### src/rtl/control_multiciclo.sv
// Moore FSM control unit for the multicycle MIPS core: sequences shared memory, ULA, regfile and PC.
// Memory states wait on mem_ready and abort to FETCH after TIMEOUT cycles (0 disables the abort).
module control_multiciclo #(
  parameter int TIMEOUT = 16
) (
  input  logic       clock,
  input  logic       reset,
  input  logic [5:0] opcode,
  input  logic       zero,
  input  logic       mem_ready,
  output logic       PCEn,
  output logic       IorD,
  output logic       MemRead,
  output logic       MemWrite,
  output logic       IRWrite,
  output logic [1:0] RegDst,
  output logic [1:0] MemToReg,
  output logic       RegWrite,
  output logic       ALUSrcA,
  output logic [1:0] ALUSrcB,
  output logic [3:0] ALUOp,
  output logic [1:0] PCSource,
  output logic [3:0] state,
  output logic       instr_done,
  output logic       illegal_op,
  output logic       mem_timeout
);

  localparam logic [3:0] S_FETCH     = 4'd0;
  localparam logic [3:0] S_DECODE    = 4'd1;
  localparam logic [3:0] S_MEM_ADDR  = 4'd2;
  localparam logic [3:0] S_MEM_READ  = 4'd3;
  localparam logic [3:0] S_MEM_WB    = 4'd4;
  localparam logic [3:0] S_MEM_WRITE = 4'd5;
  localparam logic [3:0] S_EXEC_R    = 4'd6;
  localparam logic [3:0] S_R_WB      = 4'd7;
  localparam logic [3:0] S_BRANCH    = 4'd8;
  localparam logic [3:0] S_JUMP      = 4'd9;
  localparam logic [3:0] S_JAL       = 4'd10;
  localparam logic [3:0] S_EXEC_I    = 4'd11;
  localparam logic [3:0] S_I_WB      = 4'd12;

  localparam logic [5:0] OP_RTYPE = 6'b000000;
  localparam logic [5:0] OP_J     = 6'b000010;
  localparam logic [5:0] OP_JAL   = 6'b000011;
  localparam logic [5:0] OP_BEQ   = 6'b000100;
  localparam logic [5:0] OP_BNE   = 6'b000101;
  localparam logic [5:0] OP_ADDI  = 6'b001000;
  localparam logic [5:0] OP_SLTI  = 6'b001010;
  localparam logic [5:0] OP_ORI   = 6'b001101;
  localparam logic [5:0] OP_LW    = 6'b100011;
  localparam logic [5:0] OP_SW    = 6'b101011;

  localparam logic [3:0] ALU_ADD   = 4'b0000;
  localparam logic [3:0] ALU_SUB   = 4'b0001;
  localparam logic [3:0] ALU_FUNCT = 4'b0010;
  localparam logic [3:0] ALU_OR    = 4'b0011;
  localparam logic [3:0] ALU_SLT   = 4'b0100;

  localparam int CW = (TIMEOUT > 2) ? $clog2(TIMEOUT) : 1;
  localparam logic [CW-1:0] CNT_MAX = (TIMEOUT > 0) ? CW'(TIMEOUT - 1) : '0;

  logic [3:0]    r_state;
  logic [CW-1:0] r_cnt;
  logic [3:0]    w_next;
  logic          w_is_mem;
  logic          w_timeout;

  assign w_is_mem  = (r_state == S_FETCH) || (r_state == S_MEM_READ) || (r_state == S_MEM_WRITE);
  // mem_ready wins over an expiring counter in the same cycle.
  assign w_timeout = (TIMEOUT != 0) && w_is_mem && !mem_ready && (r_cnt == CNT_MAX);
  assign state       = r_state;
  assign mem_timeout = w_timeout;

  always_comb begin
    w_next     = r_state;
    PCEn       = 1'b0;
    IorD       = 1'b0;
    MemRead    = 1'b0;
    MemWrite   = 1'b0;
    IRWrite    = 1'b0;
    RegDst     = 2'b00;
    MemToReg   = 2'b00;
    RegWrite   = 1'b0;
    ALUSrcA    = 1'b0;
    ALUSrcB    = 2'b00;
    ALUOp      = ALU_ADD;
    PCSource   = 2'b00;
    instr_done = 1'b0;
    illegal_op = 1'b0;
    case (r_state)
      S_FETCH: begin
        MemRead = 1'b1;
        ALUSrcB = 2'b01;
        if (mem_ready) begin
          IRWrite = 1'b1;
          PCEn    = 1'b1;
          w_next  = S_DECODE;
        end
      end
      S_DECODE: begin
        ALUSrcB = 2'b11;
        case (opcode)
          OP_LW, OP_SW:            w_next = S_MEM_ADDR;
          OP_RTYPE:                w_next = S_EXEC_R;
          OP_BEQ, OP_BNE:          w_next = S_BRANCH;
          OP_J:                    w_next = S_JUMP;
          OP_JAL:                  w_next = S_JAL;
          OP_ADDI, OP_ORI, OP_SLTI: w_next = S_EXEC_I;
          default: begin
            illegal_op = 1'b1;
            w_next     = S_FETCH;
          end
        endcase
      end
      S_MEM_ADDR: begin
        ALUSrcA = 1'b1;
        ALUSrcB = 2'b10;
        w_next  = (opcode == OP_SW) ? S_MEM_WRITE : (opcode == OP_LW) ? S_MEM_READ : S_FETCH;
      end
      S_MEM_READ: begin
        IorD    = 1'b1;
        MemRead = 1'b1;
        if (mem_ready) w_next = S_MEM_WB;
      end
      S_MEM_WB: begin
        MemToReg   = 2'b01;
        RegWrite   = 1'b1;
        instr_done = 1'b1;
        w_next     = S_FETCH;
      end
      S_MEM_WRITE: begin
        IorD     = 1'b1;
        MemWrite = 1'b1;
        if (mem_ready) begin
          instr_done = 1'b1;
          w_next     = S_FETCH;
        end
      end
      S_EXEC_R: begin
        ALUSrcA = 1'b1;
        ALUOp   = ALU_FUNCT;
        w_next  = S_R_WB;
      end
      S_R_WB: begin
        RegDst     = 2'b01;
        RegWrite   = 1'b1;
        instr_done = 1'b1;
        w_next     = S_FETCH;
      end
      S_BRANCH: begin
        ALUSrcA    = 1'b1;
        ALUOp      = ALU_SUB;
        PCSource   = 2'b01;
        PCEn       = (opcode == OP_BNE) ? ~zero : zero;
        instr_done = 1'b1;
        w_next     = S_FETCH;
      end
      S_JUMP: begin
        PCSource   = 2'b10;
        PCEn       = 1'b1;
        instr_done = 1'b1;
        w_next     = S_FETCH;
      end
      S_JAL: begin
        RegDst     = 2'b10;
        MemToReg   = 2'b10;
        RegWrite   = 1'b1;
        PCSource   = 2'b10;
        PCEn       = 1'b1;
        instr_done = 1'b1;
        w_next     = S_FETCH;
      end
      S_EXEC_I: begin
        ALUSrcA = 1'b1;
        ALUSrcB = 2'b10;
        ALUOp   = (opcode == OP_ORI) ? ALU_OR : (opcode == OP_SLTI) ? ALU_SLT : ALU_ADD;
        w_next  = S_I_WB;
      end
      S_I_WB: begin
        RegWrite   = 1'b1;
        instr_done = 1'b1;
        w_next     = S_FETCH;
      end
      default: w_next = S_FETCH;
    endcase
    // Aborted memory access: refetch the same PC with nothing committed.
    if (w_timeout) begin
      w_next     = S_FETCH;
      PCEn       = 1'b0;
      IRWrite    = 1'b0;
      RegWrite   = 1'b0;
      instr_done = 1'b0;
    end
    if (reset) begin
      PCEn     = 1'b0;
      IRWrite  = 1'b0;
      MemRead  = 1'b0;
      MemWrite = 1'b0;
      RegWrite = 1'b0;
    end
  end

  always_ff @(posedge clock or posedge reset) begin
    if (reset) begin
      r_state <= S_FETCH;
      r_cnt   <= '0;
    end else begin
      r_state <= w_next;
      // Any state change (or a self-loop abort in FETCH) starts a fresh wait.
      if (w_timeout || (w_next != r_state)) r_cnt <= '0;
      else if (w_is_mem && !mem_ready && (TIMEOUT != 0)) r_cnt <= r_cnt + 1'b1;
    end
  end

endmodule
### config.mk
export PLATFORM = sky130hd
export DESIGN_NAME = control_multiciclo
export DESIGN_NICKNAME = d
export VERILOG_FILES = /design/src/rtl/control_multiciclo.sv
export SDC_FILE = /design/constraint.sdc
export NUM_CORES = 1
export LEC_CHECK = 0
export CORE_ASPECT_RATIO = 0.5
export CORE_MARGIN = 3
export CORE_UTILIZATION = 35
export CTS_BUF_LIST = sky130_fd_sc_hd__clkbuf_2 sky130_fd_sc_hd__clkbuf_4 sky130_fd_sc_hd__clkbuf_8
export DETAILED_ROUTE_END_ITERATION = 12
export GPL_ROUTABILITY_DRIVEN = 0
export PLACE_DENSITY_LB_ADDON = 0.05
export SLEW_MARGIN = 20
export SYNTH_ARGS = -nofsm -noshare
export SYNTH_HDL_FRONTEND = slang
export SYNTH_SLANG_ARGS = --single-unit
### constraint.sdc
create_clock -name clock -period 2.7 [get_ports clock]
set_input_delay 0.54 -clock clock [delete_from_list [all_inputs] [get_ports clock]]
set_output_delay 0.54 -clock clock [all_outputs]
set_load 0.01 [all_outputs]
### After elaboration in Yosys (flattened, before gate mapping)

Cells that the tools add are included.

* $add $sub $neg: 1
* multipliers: 0
* divide/modulo/power cells: 0
* order comparisons: 0
* equal/unequal tests: 23
* shift-type cells: 0
* muxes and demuxes: 38
* bitwise gates (word level): 1
* reduce and logical (&&, ||, !) cells: 20

Operator list (count)
* 4-bit case mux with 7 select lines: 1
* 4-bit == test (second input constant): 6
* 4-bit 2-to-1 mux: 6
* 4-bit case mux with 6 select lines: 1
* 1-bit 2-to-1 mux: 19
* 6-bit by 4-bit == test with 1-bit output (second input constant): 3
* 4-bit by 3-bit == test with 1-bit output (second input constant): 4
* 6-bit by 2-bit == test with 1-bit output (second input constant): 2
* 6-bit by 3-bit == test with 1-bit output (second input constant): 2
* 6-bit == test (second input constant): 2
* 2-bit case mux with 2 select lines: 3
* 2-bit OR reduction: 6
* 10-bit OR reduction: 1
* 3-bit 2-to-1 mux: 3
* 3-bit case mux with 3 select lines: 1
* 4-bit by 2-bit == test with 1-bit output (second input constant): 2
* 4-bit OR reduction: 2
* 6-bit zero test: 1
* 2-bit case mux with 3 select lines: 1
* 6-bit OR reduction: 1
* 4-bit by 1-bit adder with 4-bit output (second input constant): 1
* 4-bit by 1-bit == test with 1-bit output (second input constant): 1
* 4-bit zero test: 1
* 4-bit != test: 1
* other kinds (9): 12

* register bits: 8
* latch bits: 0
* bits in writable memories: 0
* ROM bits: 0
* input bits: 10
* output and inout bits: 26
* word-level logic and storage cells: 85
* memories: 0

### Depth between registers and ports, before layout

Gate-level depths: netlist of the first run.

* depth in word-level cells: 9
* depth in mapped cells: 7
* depth with buffers taken out: 6

### Worst setup path before layout of the first run

No wires, ideal clock.

* kind: input to output
* from: input port opcode[1]
* to: output port PCEn
* arrival: 2.051 ns
* required time: 2.160 ns
* slack: 0.109 ns
* cell stages on the path: 6
* path buffers: 1
* cell sequence: clkbuf_1 > nand3b_1 > nor4_1 > xor2_1 > o21ai_0 > a2111oi_0

* word-level cells in the longest chain between the ends: 5

Ends and longest elaborated chain
* from (decl): line 8 `input logic [5:0] opcode,`
* 6-bit by 3-bit == test with 1-bit output: line 155 `PCEn = (opcode == OP_BNE) ? ~zero : zero;`
* 1-bit 2-to-1 mux: line 155
* 1-bit case mux with 3 select lines: line 91 `case (r_state)`
* 1-bit 2-to-1 mux: line 188 `if (w_timeout) begin`
* 1-bit 2-to-1 mux: line 195 `if (reset) begin`
* to (decl): line 11 `output logic PCEn,`

Every way passes these cells.

### Final worst setup path of the first run

* from: register r_state[0], in the netlist state[0]
* to: output port ALUSrcB[1]

* word-level cells in the longest chain between the ends: 3
* elaborated cells on any way between the ends: 6
* those cells by class: eq/ne (3); mux (1); reduce/logical (2)

Ends and longest elaborated chain
* from (decl): line 63 `logic [3:0] r_state;`
* from (signal assigned): line 209 `r_state <= w_next;`
* 4-bit == test or 4-bit by 2-bit == test with 1-bit output (tied branches): line 91
* 2-bit OR reduction (no line)
* 2-bit case mux with 3 select lines (*): line 91
* to (decl): line 20 `output logic [1:0] ALUSrcB,`

Every way passes the cells marked *; elsewhere a longest branch is shown, timed or not.

==> results of run 1 <==
-- what timing repair did --
item                       in CTS  in global routing
pin swaps                       0                  5
resized for setup               9                 13
cloned                          0                  0
setup endpoints to repair       6                  8
buffers inserted                0                  1
-- state kept, by name, summed over array words and instances, names as in the netlist --
name,cells
r_cnt,4
state,4
-- cells in the mapped netlist (3+ instances only) --
cell type	n
nand2b_1	10
o21ai_0	6
a211oi_1	3
inv_1	4
a21oi_1	7
nor3_1	10
a31oi_1	4
xor2_1	4
nand2_1	7
nor2_1	22
dfrtp_1	8
nor4_1	3
nand4_1	3
clkbuf_1	6
-- critical path, stage by stage, from the launching register on --
cell	delay (ps)
dfrtp_1	400
buf_12	170
nand2b_1	250
nand2_1	170
nor2_1	50
a211oi_1	200
clkdlybuf4s50_1	570
-- cell usage in the layout (no fill, tap or decap), types with 2 or more instances in the layout --
cell and count:
xnor2_1 2, nand4_1 3, buf_4 21, a21oi_1 7, dfrtp_1 7, nor3b_1 2
nand2_1 7, clkdlybuf4s50_1 23, nand2b_1 10, inv_1 4, nor2b_1 2, or3_1 2
and3_1 2, xor2_1 4, o221ai_1 2, o21ai_0 5, nor4_1 2, dlygate4sd2_1 4
nand3b_1 2, a211oi_1 3, nor3_1 9, dlymetal6s2s_1 6, clkbuf_8 3, a31oi_1 4
nor2_1 21
-- cell type report --
| class | count | area share [%] |
|---|---|---|
| multi-input combinational | 116 | 47.1 |
| timing repair buffer | 56 | 33.6 |
| sequential | 8 | 12.9 |
| tap | 35 | 2.81 |
| clock buffer | 3 | 2.65 |
| inverter | 4 | 0.964 |
-- metal layers --
metal  GRT usage (%)  wire [um]
met1            27.0       1630
met2            24.1       1220
met3            2.90        197
met4            5.05          0
met5               0          0
-- power groups by stage --
stage / Clock, mW / Sequential, mW / Combinational [mW]
2_1_floorplan: 0 / 0.144 / 0.149
3_3_place_gp: 0 / 0.143 / 0.267
3_5_place_dp: 0 / 0.144 / 0.268
4_1_cts: 0.139 / 0.142 / 0.267
5_1_grt: 0.153 / 0.145 / 0.297
6_report: 0.133 / 0.142 / 0.271
-- through the flow --
step / setup slack (ps) / hold slack [ps]
final: 140 / 588
after global routing: -26.0 / 627
after CTS: -188 / 590
after detailed placement: -556 / 579
after global placement: -599 / 581
after floorplan: 109 / 356
-- worst paths after layout --
check                          from    endpoint  slack, ps  cells after the start
max                        state[0]  ALUSrcB[1]        140                      6
min                        r_cnt[0]    r_cnt[0]        590                      2
max reg2reg                state[1]    r_cnt[2]        480                      7
min reg2reg                r_cnt[0]    r_cnt[0]        590                      2
max in group asynchronous     reset    state[3]       1670                      3
min in group asynchronous     reset    r_cnt[3]        790                      3
-- cell families (layout without fill, tap and decap cells) --
| kind of cell | after synthesis | count (layout) |
|---|---|---|
| AND/OR/NAND/NOR | 73 | 73 |
| AO/OA/AOI/OAI | 33 | 33 |
| buffers and inverters | 17 | 63 |
| flip-flops | 8 | 8 |
| XOR/XNOR | 6 | 6 |
| multiplexers | 2 | 2 |
| adder cells (fa/ha/maj) | 1 | 1 |
| other | 1 | 1 |
==> results.toml, run 1 <==
[outcome]
status = "finished, final reports clean"

[timing]
setup_viol = 0
fin_skew_ps = 2.72
hold_viol = 0
fmax_mhz = 391
slew_violations = 0
finalCritPeriodShare_pct = 94.8
setup_tns_ps = 0
finalCriticalPeriod_ps = 2560

[synthesis]
synth_top_family_by_area = "simple AND/OR/NAND/NOR gates"
synth.area.mux_share_pct = 2.14
synth-simple-area-share_pct = 39.3
synthFlopType = "dfrtp_1"
syn-num-nets = 152
netlist_area_um2 = 993
synth_fa_ha_area_share_pct = 1.26
async_flop_share_pct = 100
synth.largest_area_cell = "dfrtp_1"
ys_seq_area_share_pct = 20.2
synth_top_area_share_pct = 20.2
synth_cell_types = 48
synth.area.top_cells = "dfrtp_1, nor2_1, nand2b_1"
ys.warnings.count = 0
synth_seq_cells = 8
synthXorXnorAreaFrac_pct = 5.29
syn_avg_cell_area_um2 = 7.05
synth_edf_count = 0
synthCells = 141
synth_compound_area_share_pct = 23.3

[global_routing]
antenna_found_initial = 0
grt_max_degree = 22
grt_usage_pct = 17.4
grt_pass1_wl_um = 4970
grt-ovfl-total = 0
first_global_vias = 1034

[power_and_ir_drop]
power.density_nw_per_um2 = 351
p_seq_share_pct = 26.1
p_total_mw = 0.546
clkPwrFrac_pct = 24.3
power.internal_mw = 0.361
netSwitchingPower_mw = 0.185
combPwrFrac_pct = 49.6
p_leak_nw = 0.696
peakVddDrop_v = 0.000381
p_sw_share_pct = 33.9

[floorplan]
fp.coreArea_um2 = 2450
io_pins = 36
die_h_um = 43.7
start_util_pct = 40.6
dieArea_um2 = 3550
fp-row-count = 12
die_w_um = 81.3

[critical_path]
required_ps = 2160
path_class = "flip-flop to output pin"
arrival_ps = 2020
cp-end-kind = "output pin"
start_kind = "flip-flop"
worst-path-max-fanout = 21

[finish]
multi_input_area_um2 = 733
drive_above_1_share_pct = 18.7
regArea_um2 = 201
syn2layout_area_growth_pct = 56.8
layout.nets = 200
layout.cells.non_filler = 222
fin_area_um2 = 1560
fillers = 229
diodes = 0
post-route-util_pct = 63.7

[clocking]
cts-hold-fix-buffers = 0
insertion_delay_ps = 220
clock_path_buffers = 2
cts_tree = "yes"
clk_pin_slew_ps = 40
cts.sinks = 8
h-tree-depth = 1
cts-buffers-inserted = 3
root_buffer = "clkbuf_8"

[drt]
ant_nets = 0
drc = 0
avgRoutedWirePerCell_um = 13.7
drtIter0Drc = 83
routed_wl_um = 3040
vias = 1189
drtPass1Iterations = 4
vias_per_cell = 5.36

[job]
cap_violations = 0

[hold_path]
hold_path_class = "flip-flop to flip-flop"

[place]
placedCellCount = 218
dpl.hpwl_um = 2410
port_buffers = 34
placed_area_um2 = 1480
Power figures use the tool's default switching activity.
==> run 2, diff against run 1 <==
--- a/config.mk
+++ b/config.mk
@@ -11,6 +11,7 @@
 export CTS_BUF_LIST = sky130_fd_sc_hd__clkbuf_2 sky130_fd_sc_hd__clkbuf_4 sky130_fd_sc_hd__clkbuf_8
 export DETAILED_ROUTE_END_ITERATION = 12
 export GPL_ROUTABILITY_DRIVEN = 0
+export MAX_ROUTING_LAYER = met4
 export PLACE_DENSITY_LB_ADDON = 0.05
 export SLEW_MARGIN = 20
 export SYNTH_ARGS = -nofsm -noshare
==> constraint.sdc (replaced) <==
create_clock -name clock -period 2.52 [get_ports clock]
set_input_delay 0.504 -clock clock [delete_from_list [all_inputs] [get_ports clock]]
set_output_delay 0.504 -clock clock [all_outputs]
set_load 0.01 [all_outputs]
==> run 2 against run 1 <==
Effect of this change: first-iteration DRC count shrank 31%; non-clock buffer count up 4; global-route usage grew 1.0 points; critical path depth rose by 1; power up 13%; critical endpoint is now PCEn; largest cell class unchanged; largest power group unchanged; highest routed layer is now met4.
==> results.toml, run 2 (synthesis results as in run 1) <==
[power_and_ir_drop]
peakVddDrop_v = 0.000361
p_leak_nw = 0.772
power.density_nw_per_um2 = 377

[finish]
layout.nets = 204
fillers = 218
drive_above_1_share_pct = 26.2
final_cell_mix = "buf_4, nor2_1, clkdlybuf4s50_1"
post-route-util_pct = 67.1
syn2layout_area_growth_pct = 65.4
final_common_cell = "buf_4"
fin_area_um2 = 1640
diodes = 0

[floorplan]
start_util_pct = 40.6
die_h_um = 43.7
die_w_um = 81.3
fp-row-count = 12
dieArea_um2 = 3550
io_pins = 36
fp.coreArea_um2 = 2450

[critical_path]
path_class = "input pin to output pin"
arrival_ps = 1920
max_stage_delay_ps = 290
worst-path-max-fanout = 2
start_kind = "input pin"
crit_buf_inv = 2
cp_top_family = "simple AND/OR/NAND/NOR gates"
crit_chain = "clkbuf_2 > nand3b_1 > nor4_2 > xor2_1 > o21ai_1 > a2111oi_2 > buf_2"
required_ps = 2020
cp-end-kind = "output pin"
cp_slowest_cell = "a2111oi_2"

[timing]
slew_violations = 0
setup_tns_ps = 0
hold_viol = 0
finalCriticalPeriod_ps = 2420
fin_skew_ps = 2.81
rsz0062_at_grt = "yes"
fmax_mhz = 413
setup_slack_ps = 101
setup_viol = 0
tightest_slew_ps = 485
slew-limit-headroom_pct = 67.2
finalCritPeriodShare_pct = 96.0

[clocking]
clock_path_buffers = 2
insertion_delay_ps = 220
clk_pin_slew_ps = 40
cts.sinks = 8
h-tree-depth = 1
root_buffer = "clkbuf_8"
cts_tree = "yes"
cts-buffers-inserted = 3

[drt]
drc = 0
avgRoutedWirePerCell_um = 14.5
drtIter0Drc = 57
routed_wl_um = 3270
vias_per_cell = 5.43
ant_nets = 0
drtPass1Iterations = 4
vias = 1227

[global_routing]
first_global_vias = 1037
grt_usage_pct = 18.4
grt-ovfl-total = 0
grt_max_degree = 21
grt_pass1_wl_um = 5050
antenna_found_initial = 0

[place]
pre_cts_ws_ps = -715
dpl.hpwl_um = 2460
placed_area_um2 = 1500
port_buffers = 34

[job]
cap_violations = 0

[outcome]
status = "finished, final reports clean"

[hold_path]
hold_path_class = "flip-flop to flip-flop"
-- run 2: changes by cell type in the layout (fill, tap and decap cells not counted), sizes merged --
cell,delta
clkdlybuf4s50,-5
clkbuf,+1
buf,+4
clkdlybuf4s15,+1
dlymetal6s2s,+3
-- run 2: power breakdown --
| group | internal, mW | leakage [nW] | total, mW | switching, mW |
|---|---|---|---|---|
| Clock | 0.103 | 0.0216 | 0.147 | 0.0443 |
| Sequential | 0.141 | 0.107 | 0.152 | 0.0114 |
| Combinational | 0.155 | 0.643 | 0.320 | 0.165 |
-- run 2: tightest hold or removal path, delay by kind of cell, from the launching register on --
family        cells  cell delay (ps)
xor+xnor          1              140
flops             1              350
simple gates      1               60
-- run 2: cell type report --
type	instances	area, um^2	share of cell area [%]
clock buffer	3	41.3	2.51
inverter	4	15.0	0.914
multi-input combinational	116	795	48.4
sequential	8	201	12.3
tap	35	43.8	2.67
timing repair buffer	60	547	33.3
-- run 2: worst paths after layout --
check,from,endpoint,slack [ps],depth (start not counted)
setup / recovery,opcode[1],PCEn,100,7
hold / removal,r_cnt[3],r_cnt[3],600,2
setup reg to reg,state[1],r_cnt[3],220,7
hold reg to reg,r_cnt[3],r_cnt[3],600,2
max in group asynchronous,reset,state[3],1470,3
min in group asynchronous,reset,r_cnt[1],800,3
-- run 2: metal layers --
metal / track usage (%) / routed length, um / vias up
met5: - / 0 / -
met4: 4.04 / 5 / 0
met3: 2.07 / 209 / 2
met2: 25.2 / 1410 / 43
met1: 28.3 / 1640 / 568
li1: - / - / 614
-- run 2: timing repair --
action,4_1_cts,5_1_grt
hold buffers,0,0
gates resized for setup,16,26
setup buffers,0,1
pin swaps,1,6
endpoints found under the setup margin,8,14
-- run 2: stage by stage --
| step | power [mW] | instances | hold WS, ps |
|---|---|---|---|
| 2_1_floorplan | 0.314 | 141 | 320 |
| 3_3_place_gp | 0.445 | 222 | 581 |
| 3_5_place_dp | 0.449 | 222 | 573 |
| 4_1_cts | 0.599 | 225 | 589 |
| 5_1_grt | 0.663 | 226 | 636 |
| 6_report | 0.619 | 226 | 604 |
==> run 3, diff against run 2 <==
--- a/config.mk
+++ b/config.mk
@@ -11,8 +11,10 @@
 export CTS_BUF_LIST = sky130_fd_sc_hd__clkbuf_2 sky130_fd_sc_hd__clkbuf_4 sky130_fd_sc_hd__clkbuf_8
 export DETAILED_ROUTE_END_ITERATION = 12
 export GPL_ROUTABILITY_DRIVEN = 0
+export GPL_TIMING_DRIVEN = 0
 export MAX_ROUTING_LAYER = met4
 export PLACE_DENSITY_LB_ADDON = 0.05
+export SETUP_SLACK_MARGIN = 0.5
 export SLEW_MARGIN = 20
 export SYNTH_ARGS = -nofsm -noshare
 export SYNTH_HDL_FRONTEND = slang
==> run 3 against run 2 <==
Effect of this change: first-iteration DRC count up 130%; routed wire length rose by 26%; sequential share of layout area shrank 2.1 points; clock skew barely moved; maximum frequency increased by 1.3%; non-clock buffer count is 17 higher; register-to-register slack better by 130 ps; global-route usage increased by 1.2 points; final area up 22%; clock power grew 3%; final cell count up 7.5%; die area unchanged.
==> results.toml, run 3 (synthesis results as in run 1) <==
[clocking]
cts.sinks = 8
h-tree-depth = 1
insertion_delay_ps = 230
clk_pin_slew_ps = 40
cts_tree = "yes"
root_buffer = "clkbuf_8"
cts-hold-fix-buffers = 0
cts-buffers-inserted = 3
clock_path_buffers = 2

[global_routing]
first_global_vias = 1073
antenna_found_initial = 0
grt-ovfl-total = 0
grt_max_degree = 11
grt_pass1_wl_um = 5300
grt_usage_pct = 19.7

[critical_path]
arrival_ps = 1880
required_ps = 2020
cp.depth = 6
worst-path-max-fanout = 10
start_kind = "flip-flop"
crit_chain = "clkbuf_8 > or2_4 > nor3b_1 > a31oi_1 > a2111oi_2 > buf_2"
max_stage_delay_ps = 420
cp_slowest_cell = "dfrtp_2"
cp-end-kind = "output pin"
cp_top_family = "simple AND/OR/NAND/NOR gates"
r2r_cells = 8
crit_buf_inv = 2
path_class = "flip-flop to output pin"

[timing]
slew_violations = 0
finalCriticalPeriod_ps = 2390
hold_viol = 0
fmax_mhz = 419
rsz0062_at_grt = "yes"
setup_viol = 0
setup_slack_ps = 132
finalCritPeriodShare_pct = 94.8
fin_skew_ps = 2.46

[drt]
drc = 0
ant_nets = 0
avgRoutedWirePerCell_um = 16.9
routed_wl_um = 4120
drtPass1Iterations = 4
drtIter0Drc = 132
vias_per_cell = 5.63
vias = 1367

[place]
placed_area_um2 = 1370
pre_cts_ws_ps = -717
placedCellCount = 208
dpl.hpwl_um = 2270
port_buffers = 32

[power_and_ir_drop]
netSwitchingPower_mw = 0.273
power.internal_mw = 0.452
p_sw_share_pct = 37.7
power.density_nw_per_um2 = 363
peakVddDrop_v = 0.000428
p_seq_share_pct = 21.0
combPwrFrac_pct = 58.1
clkPwrFrac_pct = 20.9
p_total_mw = 0.725
p_leak_nw = 0.882

[finish]
final_cell_mix = "buf_4, nor2_1, buf_6"
final_common_cell = "buf_4"
diodes = 0
drive_above_1_share_pct = 53.4
post-route-util_pct = 81.6
layout.nets = 221
fin_area_um2 = 2000
syn2layout_area_growth_pct = 101
layout.cells.non_filler = 243

[floorplan]
die_h_um = 43.7
start_util_pct = 40.6
fp-row-count = 12
dieArea_um2 = 3550
fp.coreArea_um2 = 2450
io_pins = 36
die_w_um = 81.3

[outcome]
status = "finished, final reports clean"

[hold_path]
hold_path_class = "input pin to asynchronous set/reset pin"

[job]
cap_violations = 0
-- run 3: changes by cell type in the layout (fill, tap and decap cells not counted), moves of 3 or more --
| cell | change |
|---|---|
| a21oi_1 | -3 |
| a21oi_2 | +3 |
| buf_2 | +11 |
| buf_4 | -4 |
| buf_6 | +14 |
| buf_8 | +4 |
| clkbuf_2 | +6 |
| clkdlybuf4s50_1 | -13 |
| dlygate4sd2_1 | +3 |
| dlymetal6s2s_1 | -9 |
| nand2b_1 | -4 |
| nand2b_4 | +6 |
-- run 3: layout make-up --
cell class | count | area, um^2
buffer | 13 | 181
clock buffer | 3 | 41.3
fill | 151 | 449
inverter | 4 | 15.0
multi-input combinational | 116 | 997
sequential | 8 | 203
tap | 35 | 43.8
timing repair buffer | 64 | 517
-- run 3: worst paths after layout --
| path | from | endpoint | slack, ps |
|---|---|---|---|
| setup / recovery | state[1] | PCEn | 130 |
| hold / removal | reset | r_cnt[3] | 520 |
| setup reg to reg | state[1] | r_cnt[2] | 350 |
| hold reg to reg | r_cnt[0] | r_cnt[0] | 630 |
| max in group asynchronous | reset | state[3] | 1750 |
| min in group clock | r_cnt[0] | r_cnt[0] | 630 |
-- run 3: repair_timing --
| action | CTS | global route |
|---|---|---|
| pin swaps | 8 | 25 |
| resized for setup | 108 | 75 |
| hold endpoints to repair | 0 | 0 |
| cloned | 0 | 1 |
| buffers inserted | 12 | 19 |
| setup endpoints to repair | 28 | 22 |
-- run 3: through the flow --
| stage | hold slack (ps) | setup TNS (ps) |
|---|---|---|
| 2_1_floorplan | 320 | 0 |
| 3_3_place_gp | 582 | -3570 |
| 3_5_place_dp | 589 | -3710 |
| 4_1_cts | 478 | 0 |
| 5_1_grt | 539 | 0 |
| 6_report | 515 | 0 |
-- run 3: metal layers --
layer | global-route usage, % | share of wire [%]
met5 | - | 0
met3 | 2.49 | 8.6
met1 | 27.9 | 44
met2 | 28.5 | 46
met4 | 6.73 | 1.0
-- run 3: power by group through the flow --
stage	Combinational, mW	Clock [mW]	Sequential (mW)
floorplan	0.162	0	0.155
global placement	0.260	0	0.155
detailed placement	0.261	0	0.155
CTS	0.312	0.155	0.151
global route	0.447	0.166	0.154
finish	0.421	0.152	0.152
